`src/rtl/if_stage_fetch_ctrl_if.sv`:
```
// -----------------------------------------------------------------------------
// if_stage_fetch_ctrl_if
// Instruction-memory fetch handshake between the IF stage and the memory.
//   imem_req   : fetch request (IF -> mem)
//   imem_addr  : fetch address, stable while a request is outstanding (IF -> mem)
//   imem_rdata : returned instruction, valid when imem_ready=1 (mem -> IF)
//   imem_ready : completes the outstanding fetch this cycle (mem -> IF)
// Modports: master = fetch controller, slave = instruction memory.
// -----------------------------------------------------------------------------
interface if_stage_fetch_ctrl_if;
  logic        imem_req;
  logic [31:0] imem_addr;
  logic [31:0] imem_rdata;
  logic        imem_ready;

  modport master (
    output imem_req,
    output imem_addr,
    input  imem_rdata,
    input  imem_ready
  );

  modport slave (
    input  imem_req,
    input  imem_addr,
    output imem_rdata,
    output imem_ready
  );
endinterface

```
`src/rtl/if_stage_fetch_ctrl.sv`:
```
// -----------------------------------------------------------------------------
// if_stage_fetch_ctrl
// IF stage of the 5-stage MIPS pipeline: PC register, next-PC selection,
// instruction-memory handshake and the IF/ID pipeline register.
//
// Ports:
//   clk, rst_n              : clock, synchronous active-low reset
//   imem                    : fetch handshake (master modport)
//   load_use_stall          : load-use stall from the hazard unit
//   branch_hazard_stall     : ID branch operand-hazard stall
//   branch_taken_IF_flush   : beq resolved taken in ID
//   branch_target           : taken-branch target
//   jump_en, jump_target    : j/jal decoded in ID and its target
//   if_pc                   : current PC
//   ifid_instr, ifid_pc_plus4, ifid_valid : IF/ID register
//   stat_fetches, stat_flushes, stat_stall_cycles : saturating statistics,
//                             present only when BRANCH_STATS_EN is defined
//
// Optional feature macro: BRANCH_STATS_EN
// -----------------------------------------------------------------------------
module if_stage_fetch_ctrl #(
  parameter logic [31:0] RESET_PC  = 32'h0000_0000,
  parameter logic [31:0] NOP_INSTR = 32'h0000_0000,
  parameter int          STATS_W   = 16
) (
  input  logic                clk,
  input  logic                rst_n,
`ifdef BRANCH_STATS_EN
  output logic [STATS_W-1:0]  stat_fetches,
  output logic [STATS_W-1:0]  stat_flushes,
  output logic [STATS_W-1:0]  stat_stall_cycles,
`endif
  if_stage_fetch_ctrl_if.master imem,
  input  logic                load_use_stall,
  input  logic                branch_hazard_stall,
  input  logic                branch_taken_IF_flush,
  input  logic [31:0]         branch_target,
  input  logic                jump_en,
  input  logic [31:0]         jump_target,
  output logic [31:0]         if_pc,
  output logic [31:0]         ifid_instr,
  output logic [31:0]         ifid_pc_plus4,
  output logic                ifid_valid
);

  typedef enum logic {FETCH, WAIT} state_t;

  state_t      state_reg, state_next;
  logic [31:0] pc_reg, pc_next;
  logic [31:0] instr_reg, instr_next;
  logic [31:0] pc4_reg, pc4_next;
  logic        valid_reg, valid_next;
  logic        redir_pend_reg, redir_pend_next;
  logic [31:0] redir_addr_reg, redir_addr_next;
  logic        fetch_accept;

  logic        stall;
  logic        eff_flush;
  logic        redirect;
  logic [31:0] target;
  logic [31:0] pc_plus4;

  assign stall     = load_use_stall | branch_hazard_stall;
  // A taken branch whose operands are still unresolved is not yet real.
  assign eff_flush = branch_taken_IF_flush & ~branch_hazard_stall;
  assign redirect  = eff_flush | jump_en;
  assign target    = eff_flush ? branch_target : jump_target;
  assign pc_plus4  = pc_reg + 32'd4;

  assign imem.imem_req  = rst_n;
  assign imem.imem_addr = pc_reg;
  assign if_pc          = pc_reg;
  assign ifid_instr     = instr_reg;
  assign ifid_pc_plus4  = pc4_reg;
  assign ifid_valid     = valid_reg;

  always_ff @(posedge clk) begin
    if (!rst_n) begin
      state_reg      <= FETCH;
      pc_reg         <= RESET_PC;
      instr_reg      <= NOP_INSTR;
      pc4_reg        <= 32'd0;
      valid_reg      <= 1'b0;
      redir_pend_reg <= 1'b0;
      redir_addr_reg <= 32'd0;
    end else begin
      state_reg      <= state_next;
      pc_reg         <= pc_next;
      instr_reg      <= instr_next;
      pc4_reg        <= pc4_next;
      valid_reg      <= valid_next;
      redir_pend_reg <= redir_pend_next;
      redir_addr_reg <= redir_addr_next;
    end
  end

  always_comb begin
    state_next      = state_reg;
    pc_next         = pc_reg;
    instr_next      = instr_reg;
    pc4_next        = pc4_reg;
    valid_next      = valid_reg;
    redir_pend_next = redir_pend_reg;
    redir_addr_next = redir_addr_reg;
    fetch_accept    = 1'b0;

    case (state_reg)
      FETCH:   if (!imem.imem_ready) state_next = WAIT;
      WAIT:    if (imem.imem_ready)  state_next = FETCH;
      default: state_next = FETCH;
    endcase

    if (imem.imem_ready) begin
      if (redirect) begin
        pc_next    = target;
        instr_next = NOP_INSTR;
        valid_next = 1'b0;
      end else if (redir_pend_reg) begin
        // The data just returned belongs to the pre-redirect address.
        pc_next         = redir_addr_reg;
        instr_next      = NOP_INSTR;
        valid_next      = 1'b0;
        redir_pend_next = 1'b0;
      end else if (!stall) begin
        fetch_accept = 1'b1;
        pc_next      = pc_plus4;
        instr_next   = imem.imem_rdata;
        pc4_next     = pc_plus4;
        valid_next   = 1'b1;
      end
      // Stall on completion: hold everything, the same address is refetched.
    end else begin
      // Address must stay put until the memory completes, so a redirect is
      // remembered and applied on completion.
      if (redirect) begin
        redir_pend_next = 1'b1;
        redir_addr_next = target;
        instr_next      = NOP_INSTR;
        valid_next      = 1'b0;
      end else if (!stall) begin
        instr_next = NOP_INSTR;
        valid_next = 1'b0;
      end
    end
  end

`ifdef BRANCH_STATS_EN
  logic [STATS_W-1:0] fetches_reg, flushes_reg, stalls_reg;

  always_ff @(posedge clk) begin
    if (!rst_n) begin
      fetches_reg <= '0;
      flushes_reg <= '0;
      stalls_reg  <= '0;
    end else begin
      if (fetch_accept && !(&fetches_reg)) fetches_reg <= fetches_reg + 1'b1;
      if (eff_flush && !(&flushes_reg))    flushes_reg <= flushes_reg + 1'b1;
      if (stall && !(&stalls_reg))         stalls_reg  <= stalls_reg + 1'b1;
    end
  end

  assign stat_fetches      = fetches_reg;
  assign stat_flushes      = flushes_reg;
  assign stat_stall_cycles = stalls_reg;
`else
  logic unused_fetch_accept;
  assign unused_fetch_accept = fetch_accept;
`endif

endmodule

```
`src/flat_wrapper.sv`:
```
// flat-port wrapper written by rule: the top's interface ports become plain ports
module if_stage_fetch_ctrl_flat 
#(
  parameter logic [31:0] RESET_PC  = 32'h0000_0000,
  parameter logic [31:0] NOP_INSTR = 32'h0000_0000,
  parameter int          STATS_W   = 16
)
  (clk, rst_n, load_use_stall, branch_hazard_stall, branch_taken_IF_flush, branch_target, jump_en, jump_target, if_pc, ifid_instr, ifid_pc_plus4, ifid_valid, imem_imem_req, imem_imem_addr, imem_imem_rdata, imem_imem_ready);
  if_stage_fetch_ctrl_if imem_i ();
  input  logic clk;
  input  logic rst_n;
  input  logic load_use_stall;
  input  logic branch_hazard_stall;
  input  logic branch_taken_IF_flush;
  input  logic [31:0] branch_target;
  input  logic jump_en;
  input  logic [31:0] jump_target;
  output logic [31:0] if_pc;
  output logic [31:0] ifid_instr;
  output logic [31:0] ifid_pc_plus4;
  output logic ifid_valid;
  output wire logic [$bits(imem_i.imem_req)-1:0] imem_imem_req;
  output wire logic [$bits(imem_i.imem_addr)-1:0] imem_imem_addr;
  input wire logic [$bits(imem_i.imem_rdata)-1:0] imem_imem_rdata;
  input wire logic [$bits(imem_i.imem_ready)-1:0] imem_imem_ready;
  assign imem_imem_req = imem_i.imem_req;
  assign imem_imem_addr = imem_i.imem_addr;
  assign imem_i.imem_rdata = imem_imem_rdata;
  assign imem_i.imem_ready = imem_imem_ready;
  if_stage_fetch_ctrl #(.RESET_PC(RESET_PC), .NOP_INSTR(NOP_INSTR), .STATS_W(STATS_W)) u_core (.clk(clk), .rst_n(rst_n), .imem(imem_i), .load_use_stall(load_use_stall), .branch_hazard_stall(branch_hazard_stall), .branch_taken_IF_flush(branch_taken_IF_flush), .branch_target(branch_target), .jump_en(jump_en), .jump_target(jump_target), .if_pc(if_pc), .ifid_instr(ifid_instr), .ifid_pc_plus4(ifid_pc_plus4), .ifid_valid(ifid_valid));
endmodule
```
`config.mk`:
```
export PLATFORM = sky130hd
export DESIGN_NAME = if_stage_fetch_ctrl_flat
export DESIGN_NICKNAME = d
export VERILOG_FILES = /design/src/rtl/if_stage_fetch_ctrl_if.sv /design/src/rtl/if_stage_fetch_ctrl.sv /design/src/flat_wrapper.sv
export SDC_FILE = /design/constraint.sdc
export NUM_CORES = 1
export LEC_CHECK = 0
export CORE_AREA = 2 2 122 124
export DETAILED_ROUTE_END_ITERATION = 6
export DIE_AREA = 0 0 124 126
export PLACE_DENSITY = 0.77
export SETUP_SLACK_MARGIN = 0.1
export SYNTH_ARGS = -nofsm -noshare
export SYNTH_HDL_FRONTEND = slang
export SYNTH_SLANG_ARGS = --single-unit
```
`constraint.sdc`:
```
create_clock -name clk -period 5.3 [get_ports clk]
set_input_delay 0.53 -clock clk [delete_from_list [all_inputs] [get_ports clk]]
set_output_delay 0.53 -clock clk [all_outputs]
set_load 0.1 [all_outputs]
```
==> results.py, run 1 <==
metrics = {
    "critical_path": {
        "r2r_start": "u_core.redir_pend_reg",
        "ff2ff_setup_slack_ns": 2.67,
        "path_buf_inv": 2,
        "cpLargestDelayFamily": "buffers and inverters",
        "slowest_delay_ns": 0.67,
        "worstPathRequired_ns": 5.54,
        "path_max_fanout": 64,
        "crit_path_start_kind": "primary input",
        "worstRegToRegCells": 6,
        "cp_cell_sequence": "clkdlybuf4s50_1, nor2b_4, nor2_1, inv_1, ha_2, o21ai_0, a31oi_1",
        "crit_type": "in2reg",
        "cp_slowest_cell": "nor2_1",
        "r2r-end": "u_core.if_pc[24]",
        "crit_path_end_kind": "flop",
        "arrival_ns": 3.20,
    },
    "sta": {
        "post-route-period-util": 0.559,
        "final.setup.tns_ns": 0,
        "hold_viol_final": 0,
        "setup_viol": 0,
        "fin_worst_skew_ns": 0.00693,
        "fin_crit_ns": 2.96,
        "relSlewSlack": 0.221,
        "drv_slew": 0,
        "fmax_mhz": 338,
        "setup_ws_ns": 2.34,
        "worst_slew_pin_slew_ns": 1.17,
        "timing.hold.ws_ns": 0.456,
        "rsz0062_at_grt": "false",
    },
    "floorplanning": {
        "dieArea_um2": 15600,
        "core_area_um2": 14300,
        "die_w_um": 124,
        "start_util": 0.455,
        "die_h_um": 126,
        "io_pins": 233,
        "rows": 44,
    },
    "cells_and_area": {
        "stdcell_count": 1183,
        "final_common_cell": "clkdlybuf4s50_1",
        "design_area_um2": 9250,
        "layout_common_cells": "231 x clkdlybuf4s50_1, 130 x dfxtp_1, 118 x nand2_1",
        "drive_above_1_share": 0.0611,
        "fin_util": 0.646,
        "area_delta_synth_final_pct": 42.1,
        "num_antenna_cells": 0,
        "layout.nets": 1093,
    },
    "logic_synthesis": {
        "ys_warn_count": 0,
        "synth_area_um2": 6510,
        "synth_ff_type": "dfxtp_1",
        "async_flop_share": 0,
        "synth_top_area_cell": "dfxtp_1",
        "postSynthCellCount": 823,
        "syn-num-nets": 930,
        "synth_top_area_share": 0.400,
        "ys_types": 58,
        "synth_xor_area_frac": 0.0363,
        "synth_compound_area_frac": 0.253,
        "synth.avg_cell_area_um2": 7.91,
        "synth_area_leaders": "dfxtp_1 40%, nand2_1 6.8%, nor2_1 5.5%, o21ai_0 4.7%, buf_4 4.0%",
        "muxShareOfSynthArea": 0.0169,
        "synth_top_family_by_area": "compound AO/OA/AOI/OAI gates",
        "synthSimpleGateAreaFrac": 0.198,
        "ys_seq_area_frac": 0.400,
        "synth-edff-count": 0,
        "synthAdderAreaFrac": 0.00769,
        "ys_ff_latch": 130,
    },
    "power_and_ir_drop": {
        "power.density_nw_per_um2": 344,
        "p_total_mw": 3.18,
        "ir_drop_mv": 0.244,
        "p_leak_nw": 3.26,
    },
    "route": {
        "vias": 6704,
        "drt_drc_violations_left": 0,
        "viasPerCell": 5.67,
        "ant_nets": 0,
        "drt_pass1_iterations": 6,
        "wirelength_um": 20800,
        "dr.first_iter.drc_count": 634,
        "wl_per_cell_um": 17.6,
    },
    "clock_tree": {
        "cts_num_sinks": 130,
        "cts_tree": "built",
        "numCtsBuffers": 17,
        "clk_pin_slew_ns": 0.06,
        "cts.path.max_buffers": 2,
        "cts_setup_buffers": 0,
        "cts_resized": 0,
        "holdBufCountCts": 0,
        "clk_latency_ns": 0.42,
        "htreeDepth": 4,
        "cts-root-buf": "clkbuf_16",
    },
    "global_routing": {
        "busiest_layer": "met2",
        "grt_pass1_vias": 6217,
        "antenna_found_initial": 0,
        "grt_max_degree": 65,
        "met2_usage": 0.404,
        "met3_usage": 0.0870,
        "groute.usage.overall": 0.267,
        "grt-ovfl-total": 0,
        "grt_pass1_wl_um": 32800,
        "use_met1": 0.356,
    },
    "placed_design": {
        "dp_cells": 1151,
        "pre_cts_slack_ns": 1.95,
        "portBuffers": 232,
        "gp_congestion": 0.902,
        "dpl.hpwl_um": 14300,
        "place_area_um2": 8630,
    },
    "worst_hold_path": {
        "min_to": "u_core.ifid_pc_plus4[0]",
        "hold_start": "u_core.ifid_pc_plus4[0]",
        "holdPathStages": 2,
        "hold_path_class": "reg2reg",
    },
    "run_status": {
        "status": "complete, no violations",
    },
    "job": {
        "cap_violations": 0,
    },
}
[cells in the mapped netlist, drive strengths merged (2+ instances only)]
cell type and count:
o221ai 3, a21boi 2, inv 14, o211a 3, clkbuf 53, o2bb2ai 2
o21a 2, o21ai 61, xor2 12, a311oi 20, buf 45, o221a 2
dfxtp 130, mux2i 11, xnor2 15, a211o 4, a21o 5, nor2b 2
a221oi 2, o211ai 5, ha 4, a211oi 22, nand2 118, and2 11
a22oi 33, o22ai 9, nand4 10, o311a 4, nor3 9, a21oi 48
a31oi 14, nand3b 2, and3 4, nand2b 2, a41oi 4, nor4 6
nor2 96, nand3 21, or2 4
[metal layers]
| layer | share of wire | wire length, um |
|---|---|---|
| met5 | 0 | 0 |
| met4 | 0.022 | 462 |
| met3 | 0.097 | 2020 |
| met2 | 0.45 | 9440 |
| met1 | 0.43 | 8900 |
[logic make-up (layout without fill, tap and decap cells)]
kind of cell | count (synthesis) | count (layout)
AO/OA/AOI/OAI | 249 | 249
multiplexers | 11 | 11
adder cells (fa/ha/maj) | 4 | 4
AND/OR/NAND/NOR | 289 | 289
XOR/XNOR | 27 | 27
buffers and inverters | 113 | 289
flip-flops | 130 | 130
[worst max path at each step]
stage                        start                        end  slack, ns  depth (start not counted)
6_report       branch_hazard_stall  u_core.redir_addr_reg[10]       2.34                          7
4_1_cts        branch_hazard_stall       u_core.ifid_instr[6]       2.39                          8
3_3_place_gp   branch_hazard_stall      u_core.ifid_instr[27]       2.04                          8
3_5_place_dp   branch_hazard_stall       u_core.ifid_instr[6]       1.95                          8
2_1_floorplan      u_core.if_pc[2]           u_core.if_pc[26]       2.61                          6
5_1_grt        branch_hazard_stall    u_core.ifid_pc_plus4[9]       2.14                          7
[where the power goes]
part / switching (mW) / internal (mW) / total (mW)
registers: 0.0647 / 1.03 / 1.10
clock network: 0.441 / 0.794 / 1.24
logic: 0.601 / 0.245 / 0.846
total: 1.11 / 2.07 / 3.18
[tightest hold or removal path, delay by kind of cell, from the launching register on]
family / cells / cell delay, ns
AND/OR/NAND/NOR: 1 / 0.05
AO/OA/AOI/OAI: 1 / 0.05
flip-flops: 1 / 0.31
[cell type report]
class | instances | area [um^2]
clock buffers | 21 | 450
clock inverters | 11 | 160
fillers | 1266 | 5070
inverters | 15 | 56.3
multi-input cells | 580 | 3350
flip-flops and latches | 130 | 2600
well taps | 184 | 230
repair buffers | 242 | 2390
(Power assumes the default switching activity.)
==> run 2: changes to the inputs <==
--- a/config.mk
+++ b/config.mk
@@ -5,10 +5,10 @@
 export SDC_FILE = /design/constraint.sdc
 export NUM_CORES = 1
 export LEC_CHECK = 0
-export CORE_AREA = 2 2 122 124
+export CORE_AREA = 2 2 124 126
 export DETAILED_ROUTE_END_ITERATION = 6
-export DIE_AREA = 0 0 124 126
-export PLACE_DENSITY = 0.77
+export DIE_AREA = 0 0 126 128
+export PLACE_DENSITY = 0.75
 export SETUP_SLACK_MARGIN = 0.1
 export SYNTH_ARGS = -nofsm -noshare
 export SYNTH_HDL_FRONTEND = slang
==> constraint.sdc (replaced) <==
create_clock -name clk -period 2.8 [get_ports clk]
set_input_delay 0.28 -clock clk [delete_from_list [all_inputs] [get_ports clk]]
set_output_delay 0.28 -clock clk [all_outputs]
set_load 0.1 [all_outputs]
==> results.py, run 2 (synthesis results as in run 1) <==
metrics = {
    "run_status": {
        "status": "complete, no violations",
    },
    "placed_design": {
        "pre_cts_slack_ns": 0.404,
        "dpl.hpwl_um": 14900,
        "portBuffers": 232,
        "place_area_um2": 8460,
        "gp_congestion": 0.869,
    },
    "cells_and_area": {
        "layout.nets": 1109,
        "num_antenna_cells": 0,
        "fin_util": 0.610,
        "drive_above_1_share": 0.204,
        "layout_common_cells": "154 x buf_4, 130 x dfxtp_1, 118 x nand2_1",
        "area_delta_synth_final_pct": 39.3,
        "multiInputGateArea_um2": 3350,
        "design_area_um2": 9060,
        "final_common_cell": "buf_4",
        "layout.area.seq_um2": 2600,
        "fillers": 1356,
    },
    "route": {
        "drt_pass1_iterations": 5,
        "dr.first_iter.drc_count": 666,
        "vias": 6671,
        "wl_per_cell_um": 17.2,
        "met2_length_um": 9330,
        "ant_nets": 0,
        "viasPerCell": 5.55,
        "wl_met3_um": 1950,
        "met1_length_um": 9070,
        "drt_drc_violations_left": 0,
        "wirelength_um": 20700,
        "top_layer": "met4",
    },
    "clock_tree": {
        "cts_num_sinks": 130,
        "numCtsBuffers": 17,
        "cts_resized": 0,
        "cts-root-buf": "clkbuf_16",
        "holdBufCountCts": 0,
        "cts_tree": "built",
        "cts.path.max_buffers": 2,
        "clk_latency_ns": 0.42,
        "htreeDepth": 4,
        "cts_setup_buffers": 0,
        "clk_pin_slew_ns": 0.06,
    },
    "critical_path": {
        "crit_path_start_kind": "flop",
        "arrival_ns": 2.68,
        "worstPathRequired_ns": 3.14,
        "crit_type": "reg2reg",
        "worstRegToRegCells": 6,
        "cp_slowest_cell": "nor3_1",
        "slowest_delay_ns": 0.55,
        "crit_path_end_kind": "flop",
        "path_max_fanout": 7,
        "cp_cell_sequence": "ha_1, nand3_1, or2_2, nor3_1, a221oi_1, o22ai_1",
    },
    "sta": {
        "fin_worst_skew_ns": 0.00555,
        "drv_slew": 0,
        "final.setup.tns_ns": 0,
        "post-route-period-util": 0.834,
        "worst_slew_pin_slew_ns": 0.754,
        "fin_crit_ns": 2.34,
        "setup_ws_ns": 0.464,
        "hold_viol_final": 0,
        "rsz0062_at_grt": "false",
        "setup_viol": 0,
        "relSlewSlack": 0.493,
        "fmax_mhz": 428,
    },
    "floorplanning": {
        "die_w_um": 126,
        "start_util": 0.438,
        "core_area_um2": 14900,
        "die_h_um": 128,
        "io_pins": 233,
        "rows": 45,
        "dieArea_um2": 16100,
    },
    "worst_hold_path": {
        "hold_path_class": "in2reg",
        "holdPathStages": 3,
    },
    "power_and_ir_drop": {
        "p_leak_nw": 3.58,
        "ir_drop_mv": 0.424,
        "power.density_nw_per_um2": 658,
    },
    "global_routing": {
        "grt-ovfl-total": 0,
        "groute.usage.overall": 0.252,
        "antenna_found_initial": 0,
        "grt_pass1_wl_um": 32700,
        "grt_pass1_vias": 6178,
        "grt_max_degree": 56,
    },
    "job": {
        "cap_violations": 0,
    },
}
run 2: cell count changes in the layout (fill, tap and decap cells not counted):
cell / previous run / this run
clkbuf_1: 3 / 1
clkdlybuf4s50_1: 231 / 101
buf_12: 0 / 2
clkinv_2: 5 / 4
buf_4: 10 / 154
clkinvlp_4: 2 / 3
run 2: critical path: cells and delay by family (launching register included):
kind | cells | cell delay (ns)
AO/OA/AOI/OAI | 2 | 0.35
adder cells (fa/ha/maj) | 1 | 0.26
flip-flops | 1 | 0.49
AND/OR/NAND/NOR | 3 | 1.16
run 2: area by class of cell:
cell class,instances,share of cell area
Sequential cell,130,0.287
Tap cell,188,0.0259
Clock buffer,19,0.0489
Clock inverter,11,0.0179
Timing Repair Buffer,258,0.244
Multi-Input combinational cell,580,0.370
Inverter,15,0.00621
run 2: per-stage QoR:
step / total power, mW / instances / hold slack [ns]
3_3_place_gp: 3.68 / 1171 / 0.447
6_report: 5.96 / 1201 / 0.408
2_1_floorplan: 3.28 / 823 / 0.435
4_1_cts: 5.97 / 1201 / 0.395
3_5_place_dp: 3.70 / 1171 / 0.450
5_1_grt: 6.15 / 1201 / 0.426
run 2: layer usage:
metal | vias up | track usage
li1 | 3255 | -
met1 | 3097 | 0.333
met2 | 293 | 0.392
met3 | 26 | 0.0797
met4 | 0 | 0.0814
met5 | - | 0
run 2: worst paths after layout:
kind                                start                       to  slack (ns)
setup reg to reg          u_core.if_pc[2]         u_core.if_pc[16]        0.46
hold / removal                      rst_n    u_core.ifid_instr[24]        0.41
hold reg to reg   u_core.ifid_pc_plus4[0]  u_core.ifid_pc_plus4[0]        0.46
setup / recovery          u_core.if_pc[2]         u_core.if_pc[16]        0.46
run 2: where the power goes:
| part | switching, mW | leakage, nW | internal (mW) |
|---|---|---|---|
| clock network | 0.801 | 0.290 | 1.49 |
| logic | 1.15 | 2.23 | 0.447 |
| registers | 0.118 | 1.06 | 1.95 |
| total | 2.07 | 3.58 | 3.89 |
==> run 3: changes to the inputs <==
--- a/config.mk
+++ b/config.mk
@@ -5,10 +5,10 @@
 export SDC_FILE = /design/constraint.sdc
 export NUM_CORES = 1
 export LEC_CHECK = 0
-export CORE_AREA = 2 2 124 126
+export CORE_AREA = 2 2 129 131
 export DETAILED_ROUTE_END_ITERATION = 6
-export DIE_AREA = 0 0 126 128
-export PLACE_DENSITY = 0.75
+export DIE_AREA = 0 0 131 133
+export PLACE_DENSITY = 0.73
 export SETUP_SLACK_MARGIN = 0.1
 export SYNTH_ARGS = -nofsm -noshare
 export SYNTH_HDL_FRONTEND = slang
==> constraint.sdc (replaced) <==
create_clock -name clk -period 2.1 [get_ports clk]
set_input_delay 0.21 -clock clk [delete_from_list [all_inputs] [get_ports clk]]
set_output_delay 0.21 -clock clk [all_outputs]
set_load 0.1 [all_outputs]
==> results.py, run 3 (synthesis results as in run 1) <==
metrics = {
    "run_status": {
        "status": "complete, no violations",
    },
    "cells_and_area": {
        "fillers": 1461,
        "layout_common_cells": "180 x buf_4, 118 x nand2_1, 101 x clkdlybuf4s50_1, 101 x dfxtp_1, 93 x nor2_1",
        "area_delta_synth_final_pct": 47.4,
        "layout.nets": 1141,
        "design_area_um2": 9590,
        "multiInputGateArea_um2": 3410,
        "drive_above_1_share": 0.266,
        "num_antenna_cells": 0,
        "final_common_cell": "buf_4",
        "layout.area.seq_um2": 2690,
    },
    "power_and_ir_drop": {
        "p_total_mw": 8.03,
        "p_leak_nw": 3.82,
        "ir_drop_mv": 0.624,
        "power.density_nw_per_um2": 837,
    },
    "critical_path": {
        "worstPathRequired_ns": 2.43,
        "crit_path_end_kind": "flop",
        "r2r-end": "u_core.if_pc[11]",
        "ff2ff_setup_slack_ns": 0.19,
        "path_max_fanout": 7,
        "crit_path_start_kind": "flop",
        "r2r_start": "u_core.if_pc[2]",
        "worstRegToRegCells": 7,
        "arrival_ns": 2.23,
        "crit_type": "reg2reg",
    },
    "floorplanning": {
        "die_w_um": 131,
        "start_util": 0.402,
        "dieArea_um2": 17400,
        "rows": 47,
        "io_pins": 233,
        "core_area_um2": 16200,
        "die_h_um": 133,
    },
    "route": {
        "ant_nets": 0,
        "drt_pass1_iterations": 5,
        "vias": 6888,
        "dr.first_iter.drc_count": 521,
        "viasPerCell": 5.44,
        "drt_drc_violations_left": 0,
        "wl_per_cell_um": 16.9,
        "wirelength_um": 21500,
    },
    "global_routing": {
        "grt_max_degree": 43,
        "grt_pass1_wl_um": 33300,
        "groute.usage.overall": 0.243,
        "grt_pass1_vias": 6364,
        "antenna_found_initial": 0,
        "grt-ovfl-total": 0,
    },
    "placed_design": {
        "place_area_um2": 8940,
        "portBuffers": 232,
        "dpl.hpwl_um": 15800,
        "gp_congestion": 0.872,
    },
    "clock_tree": {
        "clk_pin_slew_ns": 0.06,
        "clk_latency_ns": 0.42,
        "cts_num_sinks": 130,
        "htreeDepth": 4,
        "cts-root-buf": "clkbuf_16",
        "numCtsBuffers": 17,
        "cts_tree": "built",
        "cts.path.max_buffers": 2,
    },
    "sta": {
        "fin_worst_skew_ns": 0.00757,
        "post-route-period-util": 0.908,
        "fin_crit_ns": 1.91,
        "drv_slew": 0,
        "fmax_mhz": 525,
        "relSlewSlack": 0.387,
        "setup_viol": 0,
        "rsz0062_at_grt": "true",
        "worst_slew_pin_slew_ns": 0.916,
        "hold_viol_final": 0,
    },
    "worst_hold_path": {
        "min_to": "u_core.ifid_pc_plus4[1]",
        "hold_start": "rst_n",
        "hold_path_class": "in2reg",
        "holdPathStages": 3,
    },
    "job": {
        "cap_violations": 0,
    },
}
-- run 3: critical path, stage by stage, from the launching register on --
cell	delay (ns)
dfxtp_4	0.40
nand4_1	0.25
buf_4	0.25
nor3_1	0.13
buf_4	0.17
xnor2_1	0.11
a211o_1	0.31
a41oi_1	0.20
-- run 3: per-stage QoR --
step / hold slack, ns / setup slack (ns) / setup TNS (ns) / util / instances
floorplan: 0.365 / 0.0727 / 0 / - / 823
global route: 0.209 / 0.0929 / 0 / 0.593 / 1267
CTS: 0.176 / 0.127 / 0 / 0.592 / 1266
global placement: 0.447 / 0.00798 / 0 / 0.553 / 1234
finish: 0.193 / 0.194 / 0 / 0.593 / 1267
detailed placement: 0.450 / -0.0276 / -0.0598 / 0.553 / 1234
-- run 3: worst max path at each step --
stage | to | slack, ns | startpoint
floorplan | u_core.ifid_pc_plus4[25] | 0.07 | u_core.if_pc[19]
global placement | u_core.if_pc[27] | 0.008 | branch_taken_IF_flush
detailed placement | u_core.if_pc[28] | -0.03 | jump_en
CTS | u_core.if_pc[25] | 0.13 | u_core.if_pc[2]
global route | u_core.ifid_pc_plus4[25] | 0.09 | u_core.if_pc[12]
finish | u_core.if_pc[11] | 0.19 | u_core.if_pc[2]
-- run 3: final cells by class --
class | instances | share of cell area
clock buffers | 24 | 0.0603
inverters | 15 | 0.00587
well taps | 220 | 0.0287
multi-input cells | 580 | 0.355
clock inverters | 8 | 0.00587
flip-flops and latches | 130 | 0.281
repair buffers | 290 | 0.263
-- run 3: where the power goes --
group          switching, mW  internal (mW)  leakage, nW
Sequential             0.153           2.60         1.08
Combinational           1.56          0.648         2.44
Clock                   1.13           1.93        0.306
-- run 3: per-layer routing --
| metal | track usage | routed length [um] | vias up |
|---|---|---|---|
| met1 | 0.320 | 9210 | 3217 |
| met2 | 0.377 | 9830 | 307 |
| met4 | 0.0792 | 454 | 0 |
| met3 | 0.0760 | 1970 | 30 |
| li1 | - | - | 3334 |
| met5 | 0 | 0 | - |
-- run 3: what timing repair did --
item / in CTS / in global routing
resized for setup: 1 / 3
pin swaps: 0 / 1
hold buffers: 0 / 0
setup buffers: 0 / 1
setup endpoints to repair: 1 / 5
